**src/rtl/sat_sub_accumulator.sv**
```systemverilog
// Streaming signed saturating subtract-accumulator: each window of LEN operands
// produces a[0] - a[1] - ... - a[LEN-1], clamped at every step, plus a sticky saturation flag.
module sat_sub_accumulator #(
    parameter int unsigned P   = 8,
    parameter int unsigned LEN = 4
) (
    input  logic         clk_i,
    input  logic         rst_ni,
    input  logic         clear_i,
    input  logic [P-1:0] in_data_i,
    input  logic         in_valid_i,
    output logic         in_ready_o,
    output logic [P-1:0] out_data_o,
    output logic         out_sat_o,
    output logic         out_valid_o,
    input  logic         out_ready_i
);

    localparam int unsigned CW = (LEN > 1) ? $clog2(LEN) : 1;

    localparam logic [0:0] ACCUM  = 1'b0;
    localparam logic [0:0] OUTPUT = 1'b1;

    localparam logic [P-1:0] MAX_V = {1'b0, {(P-1){1'b1}}};
    localparam logic [P-1:0] MIN_V = {1'b1, {(P-1){1'b0}}};

    logic [0:0]    state_q, state_d;
    logic [CW-1:0] cnt_q, cnt_d;
    logic [P-1:0]  acc_q, acc_d;
    logic          sticky_q, sticky_d;
    logic [P-1:0]  out_data_d;
    logic          out_sat_d;
    logic          out_valid_d;
    logic          in_ready_d;

    logic [P:0]    diff;
    logic          sat_hit;
    logic [P-1:0]  sat_val;
    logic          first_beat;
    logic          last_beat;
    logic [P-1:0]  step_acc;
    logic          step_sticky;

    // One saturating subtract step; the extra bit makes -MIN representable before the clamp.
    always_comb begin
        diff        = {acc_q[P-1], acc_q} - {in_data_i[P-1], in_data_i};
        sat_hit     = diff[P] != diff[P-1];
        sat_val     = sat_hit ? (diff[P] ? MIN_V : MAX_V) : diff[P-1:0];
        first_beat  = cnt_q == CW'(0);
        last_beat   = cnt_q == CW'(LEN - 1);
        step_acc    = first_beat ? in_data_i : sat_val;
        step_sticky = first_beat ? 1'b0 : (sticky_q | sat_hit);
    end

    // Next-state and next-output logic; clear_i overrides both handshakes.
    always_comb begin
        state_d    = state_q;
        cnt_d      = cnt_q;
        acc_d      = acc_q;
        sticky_d   = sticky_q;
        out_data_d = out_data_o;
        out_sat_d  = out_sat_o;

        if (clear_i) begin
            state_d    = ACCUM;
            cnt_d      = '0;
            acc_d      = '0;
            sticky_d   = 1'b0;
            out_data_d = '0;
            out_sat_d  = 1'b0;
        end else begin
            case (state_q)
                ACCUM: begin
                    if (in_valid_i && in_ready_o) begin
                        acc_d    = step_acc;
                        sticky_d = step_sticky;
                        if (last_beat) begin
                            cnt_d      = '0;
                            state_d    = OUTPUT;
                            out_data_d = step_acc;
                            out_sat_d  = step_sticky;
                        end else begin
                            cnt_d = cnt_q + CW'(1);
                        end
                    end
                end
                OUTPUT: begin
                    if (out_ready_i) begin
                        state_d = ACCUM;
                    end
                end
                default: state_d = ACCUM;
            endcase
        end

        in_ready_d  = state_d == ACCUM;
        out_valid_d = state_d == OUTPUT;
    end

    always_ff @(posedge clk_i or negedge rst_ni) begin
        if (!rst_ni) begin
            state_q     <= ACCUM;
            cnt_q       <= '0;
            acc_q       <= '0;
            sticky_q    <= 1'b0;
            out_data_o  <= '0;
            out_sat_o   <= 1'b0;
            out_valid_o <= 1'b0;
            in_ready_o  <= 1'b1;
        end else begin
            state_q     <= state_d;
            cnt_q       <= cnt_d;
            acc_q       <= acc_d;
            sticky_q    <= sticky_d;
            out_data_o  <= out_data_d;
            out_sat_o   <= out_sat_d;
            out_valid_o <= out_valid_d;
            in_ready_o  <= in_ready_d;
        end
    end

endmodule

```
**config.mk**
```make
export PLATFORM = sky130hd
export DESIGN_NAME = sat_sub_accumulator
export DESIGN_NICKNAME = d
export VERILOG_FILES = /design/src/rtl/sat_sub_accumulator.sv
export SDC_FILE = /design/constraint.sdc
export NUM_CORES = 1
export LEC_CHECK = 0
export BUFFER_PORTS_ARGS = -buffer_cell sky130_fd_sc_hd__buf_2
export CAP_MARGIN = 20
export CORE_ASPECT_RATIO = 2
export CORE_MARGIN = 3
export CORE_UTILIZATION = 45
export CTS_BUF_LIST = sky130_fd_sc_hd__clkbuf_4
export CTS_CLUSTER_DIAMETER = 150
export CTS_CLUSTER_SIZE = 14
export DETAILED_ROUTE_END_ITERATION = 6
export PLACE_DENSITY = 0.68
export SLEW_MARGIN = 20
export SYNTH_ARGS = -nofsm -noshare
export SYNTH_HDL_FRONTEND = slang
export SYNTH_SLANG_ARGS = --single-unit
```
**constraint.sdc**
```tcl
create_clock -name clk_i -period 2.1 [get_ports clk_i]
set_input_delay 0.105 -clock clk_i [delete_from_list [all_inputs] [get_ports clk_i]]
set_output_delay 0.105 -clock clk_i [all_outputs]
set_load 0.005 [all_outputs]
```
==> results.py <==
metrics = {
    "timing": {
        "maxSlewHeadroom_pct": 63.45,
        "finalCritPeriodShare_pct": 122.8,
        "fin_skew_ns": 0.01213,
        "final.min_clock_period_ns": 2.580,
        "drv_slew": 0,
        "fmax_mhz": 387.7,
        "fin_setup_tns_ns": -5.737,
        "hold_viol_final": 0,
        "fin_worst_hold_slack_ns": 0.1106,
        "rsz0062_at_grt": "true",
        "tightest_slew_ns": 0.5483,
        "setup_viol": 17,
        "setup_ws_ns": -0.4795,
    },
    "clocking": {
        "clkLatencyLatePin_ns": 0.32,
        "cts_buffers": 3,
        "htree_levels": 1,
        "cts_tree": "yes",
        "clkSinkCount": 22,
        "cts_root_buffer": "clkbuf_4",
        "clock_path_buffers": 2,
        "clkTransAtPathRegs_ns": 0.11,
    },
    "floorplanning": {
        "start_util_pct": 48.24,
        "die_h_um": 89.67,
        "die_x_um": 47.84,
        "core_region_area_sq_um": 3266,
        "die-area_sq_um": 4289,
        "row_count": 29,
        "top_level_ports": 24,
    },
    "placement": {
        "dpl.hpwl_um": 3227,
        "io_buffers": 23,
        "gp_congestion": 0.8725,
    },
    "route": {
        "dr.first_iter.drc_count": 49,
        "route.detailed.drc": 0,
        "antenna_left": 0,
        "vias_per_cell": 5.823,
        "vias": 1578,
        "drt_pass1_iterations": 4,
        "routedWlPerCell_um": 18.06,
        "drt-total-wl_um": 4894,
    },
    "final_layout": {
        "nFillCells": 264,
        "area_delta_synth_final_pct": 42.34,
        "nets": 265,
        "drive_above_1_share_pct": 46.25,
        "diodes": 0,
    },
    "flow_run": {
        "cap_violations": 0,
    },
    "synth": {
        "yosysSeqAreaShare_pct": 35.03,
        "yosysWarnings": 0,
        "syn-num-nets": 206,
        "syn_area_sq_um": 1575,
        "avgSynthCellArea_sq_um": 8.655,
        "synth.area.top_cells": "dfrtp_1 (33%), ha_1 (7.9%), nor2_1 (4.5%)",
        "synth_seq_cells": 22,
        "synth_ff_type": "dfrtp_1",
        "synth_top_area_share_pct": 33.36,
        "synth.most_common_cell": "dfrtp_1",
        "async_flop_share_pct": 100.0,
        "synthTopCellsByCount": "dfrtp_1 (21), nor2_1 (19), nand2_1 (17)",
        "synthCells": 182,
        "synth_top_area_cell": "dfrtp_1",
        "ys_types": 43,
        "synth_edf_count": 0,
    },
    "setup_path": {
        "worst-setup-path-type": "reg2reg",
        "crit_fanout": 7,
        "critPathCaptureType": "flip-flop",
        "start_kind": "flip-flop",
        "cp.required_ns": 2.32,
        "arrival_ns": 2.80,
    },
    "power_and_ir_drop": {
        "leakage_nw": 1.095,
        "p_per_area_nw_per_um2": 684.2,
        "peakVddDrop_mv": 0.5443,
    },
    "global_route": {
        "grt_max_degree": 28,
        "grtUsageTotal_pct": 22.65,
        "grt_remaining_overflow": 0,
        "antenna_found_initial": 0,
        "grt_pass1_wl_um": 7003,
        "grt_pass1_vias": 1503,
    },
    "outcome": {
        "violations": "setup timing",
        "outcome": "finished with violations",
    },
    "hold_path": {
        "hold_path.class": "in2reg",
    },
}
worst max-delay path, stage by stage (launching register included):
cell      delay [ns]
dfrtp_1         0.41
ha_1            0.27
nor2b_4         0.13
o31a_1          0.27
a221o_2         0.44
buf_4           0.20
nor2_1          0.18
o211ai_1        0.16
o211a_1         0.18
a311oi_2        0.25
final cells by class:
| class | count | area [sq um] | area share (%) |
|---|---|---|---|
| Multi-Input combinational cell | 135 | 1125 | 50.17 |
| Sequential cell | 22 | 551.8 | 24.61 |
| Timing Repair Buffer | 65 | 444.2 | 19.81 |
| Inverter | 14 | 52.55 | 2.344 |
| Tap cell | 31 | 38.79 | 1.730 |
| Clock buffer | 4 | 30.03 | 1.339 |
report_power, final:
group / switching [mW] / internal, mW / leakage, nW / total [mW]
Sequential: 0.0189 / 0.450 / 0.295 / 0.469
Combinational: 0.453 / 0.390 / 0.781 / 0.843
Clock: 0.135 / 0.0874 / 0.0184 / 0.222
Total: 0.606 / 0.928 / 1.10 / 1.53
layer usage:
| metal | part of all wire, % | up-vias | global-route usage, % |
|---|---|---|---|
| li1 | - | 756 | - |
| met1 | 38 | 767 | 24.75 |
| met2 | 56 | 40 | 40.65 |
| met3 | 2.5 | 15 | 2.196 |
| met4 | 3.4 | 0 | 11.03 |
| met5 | 0 | - | 0 |
timing repair:
| item | CTS | global route |
|---|---|---|
| hold buffers | 1 | 0 |
| hold endpoints to repair | 21 | 0 |
| pin swaps | 14 | 9 |
| setup buffers | 5 | 4 |
| setup endpoints to repair | 18 | 18 |
| gates resized for setup | 24 | 19 |
layout by cell type (no fill, tap or decap), types with 2 or more instances in the layout:
cell type and count:
clkbuf_4 4, inv_2 2, o21ai_0 2, buf_2 23, o41ai_2 3, o211a_1 2, nand3b_1 6, inv_1 12
buf_4 38, o311ai_2 2, nor3_1 2, nand2_4 2, a311oi_2 2, xnor2_1 4, ha_4 2, a21oi_1 9
buf_6 3, dfrtp_1 21, a211oi_1 2, o21a_1 3, a21o_1 4, ha_1 8, o21ai_1 4, o211ai_1 2
nor2_2 2, nor2_1 17, a21oi_2 5, or2_2 3, nor2b_1 3, nor3_2 3, nand2_1 17, a211oi_2 2
cell families (layout without fill, tap and decap cells):
logic type | Yosys count | after routing | synth area share, %
and+or+nand+nor | 64 | 64 | 19.78
adders and majority gates | 11 | 11 | 9.214
DFF | 22 | 22 | 35.03
xor gates and xnor gates | 7 | 7 | 5.084
buffers and inverters | 25 | 83 | 6.513
AOI/OAI and AO/OA | 53 | 53 | 24.38
path summary, 6_finish.rpt:
kind | start | endpoint | slack (ns) | depth (start not counted)
worst max-delay path | acc_q[1]$_DFFE_PN0P_ | out_data_o[3]$_DFFE_PN0P_ | -0.48 | 9
worst min-delay path | out_ready_i | in_ready_o$_DFF_PN1_ | 0.11 | 3
worst max register to register | acc_q[1]$_DFFE_PN0P_ | out_data_o[3]$_DFFE_PN0P_ | -0.48 | 9
worst min register to register | out_data_o[2]$_DFFE_PN0P_ | out_data_o[2]$_DFFE_PN0P_ | 0.53 | 2
max in group asynchronous | rst_ni | in_ready_o$_DFF_PN1_ | 1.46 | 2
min in group asynchronous | rst_ni | acc_q[4]$_DFFE_PN0P_ | 0.27 | 2
registers in the layout, indices dropped and copies added (netlist names):
register / flops
out_data_o: 8
in_ready_o: 1
state_q: 1
cnt_q: 2
sticky_q: 1
acc_q: 8
out_sat_o: 1
per-stage QoR:
step / power [mW] / util, % / setup WS (ns) / area [sq um] / std cells
after global placement: 1.069 / 59.46 / -0.4492 / 1942 / 257
final: 1.534 / 68.66 / -0.4795 / 2242 / 271
after detailed placement: 1.086 / 59.46 / -0.4525 / 1942 / 257
after global routing: 1.605 / 68.66 / -0.5382 / 2242 / 271
after CTS: 1.413 / 64.79 / -0.3527 / 2116 / 267
after floorplan: 0.8736 / - / -0.1912 / 1598 / 182
Power figures use the tool's default switching activity.
